--- src/rtl/sram_arb_pkg.sv ---
// Shared encodings for the SRAM request arbiter: grant-lock states and the
// requester ids stored in the in-order response FIFO.
package sram_arb_pkg;

    typedef enum logic [1:0] {
        G_NONE = 2'd0,
        G_DATA = 2'd1,
        G_INST = 2'd2
    } grant_e;

    localparam logic ID_INST = 1'b0;
    localparam logic ID_DATA = 1'b1;

endpackage

--- src/rtl/sram_req_arbiter_id_fifo.sv ---
// In-order owner-id FIFO: one 1-bit entry per accepted transaction, popped by
// each downstream response beat.
module id_fifo #(
    parameter int DEPTH = 4
) (
    input  logic clk,
    input  logic rst,
    input  logic push_i,
    input  logic pop_i,
    input  logic din_i,
    output logic full_o,
    output logic empty_o,
    output logic head_o
);

    localparam int PW = $clog2(DEPTH);
    localparam int CW = PW + 1;

    logic [DEPTH-1:0] mem_q;
    logic [PW-1:0]    wr_ptr_q;
    logic [PW-1:0]    rd_ptr_q;
    logic [CW-1:0]    count_q;
    logic             push_ok_s;
    logic             pop_ok_s;

    assign full_o    = (count_q == CW'(DEPTH));
    assign empty_o   = (count_q == {CW{1'b0}});
    assign head_o    = mem_q[rd_ptr_q];
    assign push_ok_s = push_i & ~full_o;
    assign pop_ok_s  = pop_i & ~empty_o;

    // Storage, pointers (power-of-two depth wraps naturally) and occupancy.
    always_ff @(posedge clk or posedge rst) begin
        if (rst) begin
            mem_q    <= {DEPTH{1'b0}};
            wr_ptr_q <= {PW{1'b0}};
            rd_ptr_q <= {PW{1'b0}};
            count_q  <= {CW{1'b0}};
        end else begin
            if (push_ok_s) begin
                mem_q[wr_ptr_q] <= din_i;
                wr_ptr_q        <= wr_ptr_q + PW'(1);
            end
            if (pop_ok_s) begin
                rd_ptr_q <= rd_ptr_q + PW'(1);
            end
            case ({push_ok_s, pop_ok_s})
                2'b10:   count_q <= count_q + CW'(1);
                2'b01:   count_q <= count_q - CW'(1);
                default: count_q <= count_q;
            endcase
        end
    end

endmodule

--- src/rtl/sram_req_arbiter.sv ---
// Two-to-one SRAM port arbiter (data over inst) with grant lock until accept
// and in-order routing of response beats back to their owner.
module sram_req_arbiter
    import sram_arb_pkg::*;
#(
    parameter int OUTSTANDING = 4
) (
    input  logic        clk,
    input  logic        reset,
    input  logic        inst_req,
    input  logic        inst_wr,
    input  logic [1:0]  inst_size,
    input  logic [3:0]  inst_wstrb,
    input  logic [31:0] inst_addr,
    input  logic [31:0] inst_wdata,
    output logic        inst_addr_ok,
    output logic        inst_data_ok,
    output logic [31:0] inst_rdata,
    input  logic        data_req,
    input  logic        data_wr,
    input  logic [1:0]  data_size,
    input  logic [3:0]  data_wstrb,
    input  logic [31:0] data_addr,
    input  logic [31:0] data_wdata,
    output logic        data_addr_ok,
    output logic        data_data_ok,
    output logic [31:0] data_rdata,
    output logic        mem_req,
    output logic        mem_wr,
    output logic [1:0]  mem_size,
    output logic [3:0]  mem_wstrb,
    output logic [31:0] mem_addr,
    output logic [31:0] mem_wdata,
    input  logic        mem_addr_ok,
    input  logic        mem_data_ok,
    input  logic [31:0] mem_rdata,
    output logic        err_spurious
);

    grant_e state_q, state_d;
    logic   gnt_id_s;
    logic   sel_req_s;
    logic   mem_req_s;
    logic   accept_s;
    logic   fifo_full_s;
    logic   fifo_empty_s;
    logic   fifo_head_s;
    logic   pop_s;
    logic   err_q;

    // Grant selection, full-FIFO gating and lock next-state.
    always_comb begin
        state_d   = state_q;
        gnt_id_s  = ID_DATA;
        sel_req_s = 1'b0;
        case (state_q)
            G_NONE: begin
                if (data_req) begin
                    gnt_id_s  = ID_DATA;
                    sel_req_s = 1'b1;
                end else if (inst_req) begin
                    gnt_id_s  = ID_INST;
                    sel_req_s = 1'b1;
                end else begin
                    gnt_id_s  = ID_DATA;
                    sel_req_s = 1'b0;
                end
            end
            G_DATA: begin
                gnt_id_s  = ID_DATA;
                sel_req_s = data_req;
            end
            G_INST: begin
                gnt_id_s  = ID_INST;
                sel_req_s = inst_req;
            end
            default: begin
                gnt_id_s  = ID_DATA;
                sel_req_s = 1'b0;
            end
        endcase

        // A full FIFO blocks issue even when a pop lands this same cycle.
        mem_req_s = sel_req_s & ~fifo_full_s & ~reset;
        accept_s  = mem_req_s & mem_addr_ok;

        if (state_q == G_NONE) begin
            if (mem_req_s & ~mem_addr_ok) begin
                state_d = (gnt_id_s == ID_DATA) ? G_DATA : G_INST;
            end else begin
                state_d = G_NONE;
            end
        end else begin
            if (~sel_req_s | accept_s) begin
                state_d = G_NONE;
            end else begin
                state_d = state_q;
            end
        end
    end

    // Grant lock register.
    always_ff @(posedge clk or posedge reset) begin
        if (reset) begin
            state_q <= G_NONE;
        end else begin
            state_q <= state_d;
        end
    end

    // Sticky flag for response beats that have no outstanding owner.
    always_ff @(posedge clk or posedge reset) begin
        if (reset) begin
            err_q <= 1'b0;
        end else if (mem_data_ok & fifo_empty_s) begin
            err_q <= 1'b1;
        end else begin
            err_q <= err_q;
        end
    end

    assign pop_s = mem_data_ok & ~fifo_empty_s & ~reset;

    id_fifo #(
        .DEPTH (OUTSTANDING)
    ) u_id_fifo (
        .clk     (clk),
        .rst     (reset),
        .push_i  (accept_s),
        .pop_i   (pop_s),
        .din_i   (gnt_id_s),
        .full_o  (fifo_full_s),
        .empty_o (fifo_empty_s),
        .head_o  (fifo_head_s)
    );

    assign mem_req   = mem_req_s;
    assign mem_wr    = (gnt_id_s == ID_DATA) ? data_wr    : inst_wr;
    assign mem_size  = (gnt_id_s == ID_DATA) ? data_size  : inst_size;
    assign mem_wstrb = (gnt_id_s == ID_DATA) ? data_wstrb : inst_wstrb;
    assign mem_addr  = (gnt_id_s == ID_DATA) ? data_addr  : inst_addr;
    assign mem_wdata = (gnt_id_s == ID_DATA) ? data_wdata : inst_wdata;

    assign inst_addr_ok = accept_s & (gnt_id_s == ID_INST);
    assign data_addr_ok = accept_s & (gnt_id_s == ID_DATA);
    assign inst_data_ok = pop_s & (fifo_head_s == ID_INST);
    assign data_data_ok = pop_s & (fifo_head_s == ID_DATA);
    assign inst_rdata   = mem_rdata;
    assign data_rdata   = mem_rdata;
    assign err_spurious = err_q;

endmodule

--- config.mk ---
export PLATFORM = sky130hd
export DESIGN_NAME = sram_req_arbiter
export DESIGN_NICKNAME = d
export VERILOG_FILES = /design/src/rtl/sram_arb_pkg.sv /design/src/rtl/sram_req_arbiter_id_fifo.sv /design/src/rtl/sram_req_arbiter.sv
export SDC_FILE = /design/constraint.sdc
export NUM_CORES = 1
export LEC_CHECK = 0
export ABC_AREA = 1
export BUFFER_PORTS_ARGS = -buffer_cell sky130_fd_sc_hd__buf_2
export CAP_MARGIN = 25
export CORE_AREA = 2 2 123 125
export CTS_CLUSTER_SIZE = 30
export DETAILED_ROUTE_END_ITERATION = 7
export DIE_AREA = 0 0 125 127
export GPL_TIMING_DRIVEN = 0
export PLACE_DENSITY_LB_ADDON = 0.2
export SYNTH_ARGS = -nofsm -noshare
export SYNTH_HDL_FRONTEND = slang
export SYNTH_SLANG_ARGS = --single-unit
--- constraint.sdc ---
create_clock -name clk -period 4.42 [get_ports clk]
set_input_delay 0.221 -clock clk [delete_from_list [all_inputs] [get_ports clk]]
set_output_delay 0.221 -clock clk [all_outputs]
set_load 0.005 [all_outputs]
**Yosys cells after proc, flatten, opt, wreduce, memory -nomap -nowiden**

Cells that the tools add are included.

- Flip-flop bits (word level): 14
- Bits of input ports: 180

- Add/subtract/negate cells: 4
- $lt $le $gt $ge: 3
- Equality and inequality tests: 5
- Mux-type cells: 21
- Bitwise gates (word level): 21
- Reduce and logical (&&, ||, !) cells: 5

Operator list:

| kind | count |
|---|---|
| 2-to-1 mux 32 bit | 2 |
| bitwise AND 1 bit | 13 |
| 2-to-1 mux 2 bit | 5 |
| 2-to-1 mux 1 bit | 7 |
| NOT 1 bit | 7 |
| < comparator 2 x 3 -> 1 bit (second input constant) | 2 |
| case mux 3 bit (2 select lines) | 1 |
| adder 2 x 1 -> 2 bit (second input constant) | 2 |
| bitwise mux 4 bit | 1 |
| == test 2 x 1 -> 1 bit (second input constant) | 2 |
| == test 2 bit (second input constant) | 2 |
| 2-to-1 mux 4 bit | 1 |
| nonzero test 2 bit | 2 |
| adder 3 x 1 -> 3 bit (second input constant) | 1 |
| == test 3 bit (second input constant) | 1 |
| logical NOT 3 bit | 1 |
| case mux 1 bit (3 select lines) | 1 |
| subtractor 3 x 1 -> 3 bit (second input constant) | 1 |
| binary-select mux 1 bit (select 2 bit) | 1 |
| demux 1 bit (select 2 bit) | 1 |
| >= comparator 2 x 1 -> 1 bit (second input constant) | 1 |
| logical NOT 2 bit | 1 |
| case mux 1 bit (2 select lines) | 1 |
| logical AND 1 bit | 1 |
| OR 1 bit | 1 |

**Depth between registers and ports, before layout**

Gate-level depths: netlist of the first run.

- Word-level depth: 9
- Mapped depth: 12
- Mapped depth without buffers: 12

**Hierarchy**

A second synthesis of the first run with hierarchy kept.

- Cell total of the unflattened synthesis: 417
- Area, all modules: 2311.0 um2

Modules (own cells, without submodules):

| module | instances | cells an instance | area each (um2) | seq. area each (um2) |
|---|---|---|---|---|
| sram_req_arbiter | 1 | 333 | 1639.1 | 75.1 |
| id_fifo | 1 | 84 | 671.9 | 275.3 |

**Least setup slack after synthesis of the first run**

OpenSTA, ideal clock, no wires.

- Path kind: flip-flop to flip-flop
- From: register u_id_fifo.count_q[0]
- To: register u_id_fifo.count_q[2]
- Library setup time: 0.131 ns
- Data arrival time: 1.799 ns
- Slack: 2.490 ns
- Stages on the path, launching flop included: 12
- Path buffers: 0
- Path through: dfrtp_1 inv_1 nand3_1 nand2_1 nor2_4 nand2_1 ha_1 inv_1 fa_1 a21oi_1 o21ai_0 xor2_1

- Cells in the longest elaborated chain, start to end: 8
- Elaborated cells between the ends (all ways): 17
- Classes of those cells: add/sub (2); eq/ne (3); mux (1); bitwise (9); reduce/logical (2)

RTL lines:

| element | RTL line | RTL |
|---|---|---|
| start, declared | sram_req_arbiter_id_fifo.sv:22 | `logic [CW-1:0] count_q;` |
| start signal, assigned | sram_req_arbiter_id_fifo.sv:38 | `count_q <= {CW{1'b0}};` |
| start signal, assigned | sram_req_arbiter_id_fifo.sv:48 | `2'b10: count_q <= count_q + CW'(1);` |
| start signal, assigned | sram_req_arbiter_id_fifo.sv:49 | `2'b01: count_q <= count_q - CW'(1);` |
| == test 3 bit (*) | sram_req_arbiter_id_fifo.sv:26 | `assign full_o = (count_q == CW'(DEPTH));` |
| NOT 1 bit (*) | sram_req_arbiter.sv:84 | `mem_req_s = sel_req_s & ~fifo_full_s & ~reset;` |
| bitwise AND 1 bit (*) (2 in a row) | sram_req_arbiter.sv:84 |  |
| net mem_req | sram_req_arbiter.sv:28 | `output logic mem_req,` |
| bitwise AND 1 bit (*) | sram_req_arbiter.sv:85 | `accept_s = mem_req_s & mem_addr_ok;` |
| bitwise AND 1 bit (*) | sram_req_arbiter_id_fifo.sv:29 | `assign push_ok_s = push_i & ~full_o;` |
| == test 2 x 1 -> 1 bit / == test 2 bit (equally long branches) | sram_req_arbiter_id_fifo.sv:47 | `case ({push_ok_s, pop_ok_s})` |
| case mux 3 bit (2 select lines) / nonzero test 2 bit (equally long branches) | n/a |  |

Mark *: on every way through the listed nets, which the timed path passes. The rest lies on a longest branch.
A chain may end at the register's enable or synchronous reset.

**Worst setup path in the final report of the first run**

- From: register state_q[0]
- To: register u_id_fifo.count_q[2]

- Cells in the longest elaborated chain, start to end: 8
- Elaborated cells between the ends (all ways): 12
- Classes of those cells: eq/ne (4); mux (2); bitwise (4); reduce/logical (2)

RTL lines:

| element | RTL line | RTL |
|---|---|---|
| start, declared | sram_req_arbiter.sv:40 | `grant_e state_q, state_d;` |
| start signal, assigned | sram_req_arbiter.sv:107 | `state_q <= state_d;` |
| == test 2 bit, or another cell as far along | sram_req_arbiter.sv:56 | `case (state_q)` |
| case mux 1 bit (3 select lines) (*) | sram_req_arbiter.sv:56 |  |
| bitwise AND 1 bit (*) (2 in a row) | sram_req_arbiter.sv:84 |  |
| bitwise AND 1 bit (*) | sram_req_arbiter.sv:85 |  |
| bitwise AND 1 bit (*) | sram_req_arbiter_id_fifo.sv:29 |  |
| == test 2 x 1 -> 1 bit / == test 2 bit (equally long branches) | sram_req_arbiter_id_fifo.sv:47 |  |
| case mux 3 bit (2 select lines) / nonzero test 2 bit (equally long branches) | n/a |  |
| end signal, assigned | sram_req_arbiter_id_fifo.sv:48 |  |
| end signal, assigned | sram_req_arbiter_id_fifo.sv:49 |  |
| end signal, assigned | sram_req_arbiter_id_fifo.sv:50 | `default: count_q <= count_q;` |

Every way passes the cells marked *; elsewhere a longest branch is shown, timed or not.

==> flow_metrics.tcl, run 1 <==
set metrics [dict create \
    die_y_um 127 \
    reg2reg_from "state_q[0]$_DFFE_PP0P_" \
    max_stage_delay_ns 0.43 \
    viasPerCell 3.698 \
    post-route-drc-count 0 \
    ant_nets 0 \
    yosysWarningCount 0 \
    status "completed" \
    startpoint_type "flip-flop" \
    cpMaxStageDelayCell "dfrtp_1" \
    io_buffer_count 288 \
    synth.most_common_cell "nand2_1" \
    gp_congestion 0.7099 \
    stdcell_count 868 \
    cts_buffers 3 \
    rr_worst_depth 12 \
    place_inst 865 \
    finalSetupTns_ns 0 \
    slew_viol_final 0 \
    grt_usage_pct 10.72 \
    gr-total-overflow 0 \
    first_global_vias 2884 \
    multiInputGateArea_um2 1199 \
    timing_worst_setup_path_type "flip-flop to flip-flop" \
    clk_pin_slew_ns 0.05 \
    timing.fmax_ghz 0.4566 \
    grt_pass1_wl_mm 14.11 \
    cts_buffer_depth 2 \
    post-dp-hpwl_mm 8.308 \
    drt_iter0_markers 109 \
    synthArstFlopShare_pct 100.0 \
    post_cts_resized 0 \
    dieArea_um2 15880 \
    path_max_fanout 6 \
    syn_inst 393 \
    finalClockSkew_ns 0.003099 \
    avgSynthCellArea_um2 5.587 \
    drv_cap 0 \
    dr.pass1.iters 4 \
    r2r_slack_ns 2.23 \
    cp_common_cell "nand2_1" \
    h-tree-depth 1 \
    wire_per_inst_um 11.23 \
    regArea_um2 350.3 \
    fillers 1638 \
    yosysUniqueCellTypes 19 \
    postCtsSetupBuffers 0 \
    crit_path_end_kind "flip-flop" \
    synth_common_cells "nand2_1 (238), buf_4 (70), nand3_1 (19)" \
    syn_nets 579 \
    period_share_pct 49.55 \
    antenna_found_initial 0 \
    ir_drop_uv 133.8 \
    yosysTopAreaCell "nand2_1" \
    finalCriticalPeriod_ns 2.190 \
    via_count 3210 \
    leakage_nw 2.611 \
    fin_nets 872 \
    holdBufCountCts 0 \
    num_rows 44 \
    n_antenna_cell 0 \
    synth_top_flop_cell "dfrtp_1" \
    clock_latency_ns 0.24 \
    synth.area.top_cells "nand2_1 (41%), buf_4 (24%), dfrtp_1 (16%)" \
    drive_gt1_share_pct 55.12 \
    seq_area_frac_synth_pct 15.95 \
    area_growth_pct 79.54 \
    synth-edff-count 0 \
    rsz0062_at_grt "no" \
    cts.sinks 14 \
    hp-class "input pin to asynchronous set/reset pin" \
    io_pins 321 \
    hold_viol 0 \
    path_cells "inv_2 > nand2_2 > nand2_1 > nand2_1 > nor2_4 > nand2_1 > ha_1 > inv_1 > fa_1 > a21oi_1 > o21ai_0 > xor2_1" \
    wirelength_mm 9.751 \
    critPathLaunch "state_q[0]$_DFFE_PP0P_" \
    cp-endpoint "u_id_fifo.count_q[2]$_DFFE_PP0P_" \
    required_ns 4.54 \
    grt_max_degree 17 \
    setup_viol 0 \
    worstMarginPinSlew_ns 0.5930 \
    fp.dieW_um 125 \
    crit_arrival_ns 2.31 \
    initial_core_util_pct 15.22 \
    netlist.area_leader.share_pct 40.68 \
    core_area_um2 14420 \
    r2r_end "u_id_fifo.count_q[2]$_DFFE_PP0P_" \
    synthesis.area_um2 2196 \
    powerDensity_nw_per_um2 251.7 \
    relSlewSlack_pct 60.42 \
    cts_tree "built" \
    root_buffer "clkbuf_16" \
    ys_seq_elements 14 \
]
[cells by family (layout without fill, tap and decap cells)]
logic type                 after synthesis  count (layout)  synth area share, %
adders and majority gates                6               6                3.761
DFF                                     14              14                15.95
AOI/OAI and AO/OA                        8               8                2.279
xor gates and xnor gates                 3               3                1.197
buffers and inverters                   94             385                29.46
and+or+nand+nor                        268             268                47.35
[stage by stage]
| stage | total power [mW] | area (um2) | utilization, % | hold WS [ns] | worst slack, ns |
|---|---|---|---|---|---|
| 3_5_place_dp | 0.8344 | 3867 | 26.81 | 0.3638 | 2.009 |
| 5_1_grt | 1.106 | 3943 | 27.33 | 0.1232 | 2.014 |
| 4_1_cts | 1.014 | 3943 | 27.33 | 0.1057 | 2.200 |
| 6_report | 0.9924 | 3943 | 27.33 | 0.06935 | 2.230 |
| 2_1_floorplan | 0.5640 | 2196 | - | 0.1269 | 2.490 |
| 3_3_place_gp | 0.8362 | 3867 | 26.81 | 0.3677 | 2.026 |
[worst max-delay path, delay by kind of cell, from the launching register on]
| family | cells | cell delay, ns |
|---|---|---|
| buffers and inverters | 2 | 0.13 |
| flip-flops | 1 | 0.43 |
| AO/OA/AOI/OAI | 2 | 0.25 |
| AND/OR/NAND/NOR | 5 | 0.53 |
| XOR/XNOR | 1 | 0.16 |
| adder cells (fa/ha/maj) | 2 | 0.57 |
[registers in the layout, summed over array words and instances (netlist names)]
signal              cells
u_id_fifo.rd_ptr_q      2
state_q                 2
u_id_fifo.count_q       3
u_id_fifo.wr_ptr_q      2
err_spurious            1
u_id_fifo.mem_q         4
[final cells by class]
type | instances | share of cell area (%)
buffer | 80 | 15.07
clock buffer | 3 | 1.904
inverter | 14 | 1.333
multi-input combinational | 285 | 30.40
sequential | 14 | 8.886
tap | 184 | 5.839
timing repair buffer | 288 | 36.56
[per-layer routing]
metal	global-route usage, %	routed length (um)	part of all wire [%]	vias to the layer above
met5	0	0	0	-
met4	1.438	83	0.85	0
met3	1.926	935	9.6	9
met2	20.14	4916	50	196
met1	13.06	3816	39	1304
li1	-	-	-	1701
[placed cells by master, fill, tap and decap left out]
cell type,instances
a21oi_1,3
buf_2,295
o21ai_0,3
buf_6,3
ha_1,5
nor2_1,9
o21bai_1,1
nand2_1,238
nand2_2,1
dfrtp_1,14
nand3_1,19
xor2_1,2
buf_4,70
nor2_4,1
inv_2,3
inv_1,11
fa_1,1
o22ai_2,1
clkbuf_16,3
xnor2_1,1
[report_power, final]
part,internal (mW),switching (mW),leakage (nW)
combinational,0.290,0.309,2.40
sequential,0.182,0.0401,0.169
clock,0.118,0.0524,0.0370
total,0.591,0.402,2.61
[worst min path at each step]
stage,startpoint,endpoint,cells after the start
3_3_place_gp,reset,u_id_fifo.rd_ptr_q[0]$_DFFE_PP0P_,2
6_report,reset,u_id_fifo.mem_q[1]$_DFFE_PP0P_,2
5_1_grt,reset,err_spurious$_DFFE_PP0P_,2
3_5_place_dp,reset,u_id_fifo.rd_ptr_q[0]$_DFFE_PP0P_,2
2_1_floorplan,reset,err_spurious$_DFFE_PP0P_,1
4_1_cts,reset,u_id_fifo.rd_ptr_q[0]$_DFFE_PP0P_,2
Power figures use the tool's default switching activity.
==> run 2: changes to the inputs <==
==> constraint.sdc (replaced) <==
create_clock -name clk -period 2.25 [get_ports clk]
set_input_delay 0.1125 -clock clk [delete_from_list [all_inputs] [get_ports clk]]
set_output_delay 0.1125 -clock clk [all_outputs]
set_load 0.005 [all_outputs]
==> flow_metrics.tcl, run 2 (synthesized netlist as in run 1, its figures left out) <==
set metrics [dict create \
    cts_tree "built" \
    drive_gt1_share_pct 55.18 \
    grt_usage_pct 10.76 \
    setup_viol 0 \
    stdcell_count 869 \
    fp.dieW_um 125 \
    hold_viol 0 \
    root_buffer "clkbuf_16" \
    switching_power_mw 0.7960 \
    first_global_vias 2888 \
    post-route-drc-count 0 \
    drv_cap 0 \
    place_inst 865 \
    finalClockSkew_ns 0.002314 \
    finalCriticalPeriod_ns 2.045 \
    intPower_mw 1.163 \
    sequentialPowerShare_pct 22.3 \
    hp-class "input pin to flip-flop" \
    gr-total-overflow 0 \
    wl_met2_mm 4.936 \
    leakage_nw 2.622 \
    cts_buffers 3 \
    cts.sinks 14 \
    finalPower_mw 1.959 \
    fin_nets 873 \
    via_count 3213 \
    num_rows 44 \
    clock_latency_ns 0.24 \
    final_cell_mix "buf_2 (295), nand2_1 (237), buf_4 (70)" \
    place_area_um2 3867 \
    powerDensity_nw_per_um2 494.7 \
    cts_buffer_depth 2 \
    post-dp-hpwl_mm 8.308 \
    io_pins 321 \
    period_share_pct 90.89 \
    status "completed" \
    rsz0062_at_grt "no" \
    crit_path_end_kind "flip-flop" \
    core_area_um2 14420 \
    comb_power_share_pct 60.6 \
    largest_reg_flops 4 \
    setup_ws_ns 0.2050 \
    dieArea_um2 15880 \
    finalInstanceArea_um2 3960 \
    timing.fmax_ghz 0.4890 \
    n_antenna_cell 0 \
    io_buffer_count 288 \
    gp_congestion 0.7099 \
    ir_drop_uv 263.0 \
    postCtsSetupBuffers 0 \
    h-tree-depth 1 \
    clk_pin_slew_ns 0.05 \
    top_regs "u_id_fifo.mem_q x4, u_id_fifo.count_q x3" \
    die_y_um 127 \
    relSlewSlack_pct 55.64 \
    crit_arrival_ns 2.16 \
    swShare_pct 40.63 \
    required_ns 2.37 \
    slew_viol_final 0 \
    grt_pass1_wl_mm 14.17 \
    timing_worst_setup_path_type "flip-flop to flip-flop" \
    grt_max_degree 15 \
    final_common_cell "buf_2" \
    dr.pass1.iters 4 \
    wire_per_inst_um 11.26 \
    wl_met3_um 872 \
    wl_met1_mm 3.894 \
    path_max_fanout 6 \
    top_register "u_id_fifo.mem_q" \
    startpoint_type "flip-flop" \
    viasPerCell 3.697 \
    wirelength_mm 9.786 \
    power_frac_clock_pct 17.2 \
    area_growth_pct 80.34 \
    r2r_slack_ns 0.20 \
    initial_core_util_pct 15.22 \
    worstMarginPinSlew_ns 0.6633 \
    top_layer_used "met4" \
    ant_nets 0 \
    antenna_found_initial 0 \
    dp_slack_ns -0.05222 \
    drt_iter0_markers 105 \
]
[run 2: cell type report]
type / count / area (um2)
clock buffer: 3 / 75.07
multi-input combinational: 285 / 1206
sequential: 14 / 350.3
timing repair buffer: 289 / 1451
tap: 184 / 230.2
inverter: 14 / 52.55
fill: 1635 / 10460
buffer: 80 / 594.3
[run 2: layer usage]
metal  track usage [%]  vias to the layer above
li1                  -                     1702
met1             13.14                     1308
met2             20.20                      194
met3             1.926                        9
met4             1.438                        0
met5                 0                        -
[run 2: path summary, 6_finish.rpt]
| kind | from | cells after the start | end |
|---|---|---|---|
| setup / recovery | state_q[0]$_DFFE_PP0P_ | 12 | u_id_fifo.count_q[2]$_DFFE_PP0P_ |
| hold / removal | mem_data_ok | 3 | err_spurious$_DFFE_PP0P_ |
| setup reg to reg | state_q[0]$_DFFE_PP0P_ | 12 | u_id_fifo.count_q[2]$_DFFE_PP0P_ |
| hold reg to reg | u_id_fifo.mem_q[0]$_DFFE_PP0P_ | 2 | u_id_fifo.mem_q[0]$_DFFE_PP0P_ |
| max in group asynchronous | reset | 3 | u_id_fifo.count_q[0]$_DFFE_PP0P_ |
| min in group asynchronous | reset | 3 | err_spurious$_DFFE_PP0P_ |
[run 2: timing repair]
item | 4_1_cts | 5_1_grt
hold buffers | 1 | 0
endpoints found under the setup margin | 0 | 2
gates resized for setup | 0 | 2
hold endpoints to repair | 14 | 0
[run 2: stage by stage]
stage	setup TNS (ns)	hold WS [ns]	utilization, %
floorplan	0	0.01840	-
global placement	-0.03593	0.2592	26.81
detailed placement	-0.05222	0.2553	26.81
CTS	0	0.1215	27.40
global route	0	0.1347	27.45
finish	0	0.1211	27.45
[run 2: power groups by stage]
| stage | Combinational, mW | Clock, mW | Sequential, mW |
|---|---|---|---|
| after detailed placement | 1.20 | 0 | 0.437 |
| after floorplan | 0.689 | 0 | 0.419 |
| after global routing | 1.36 | 0.364 | 0.451 |
| final | 1.19 | 0.337 | 0.436 |
| after global placement | 1.20 | 0 | 0.440 |
| after CTS | 1.21 | 0.346 | 0.437 |
[run 2: critical path, cell delays in order (launching register included)]
cell and delay, ns:
dfrtp_1 0.43, inv_2 0.06, nand2_2 0.07, nand2_1 0.08, nand2_1 0.11, nor2_4 0.07, nand2_4 0.10, ha_1 0.15
inv_1 0.06, fa_1 0.38, a21oi_1 0.14, o21ai_0 0.11, xor2_1 0.16
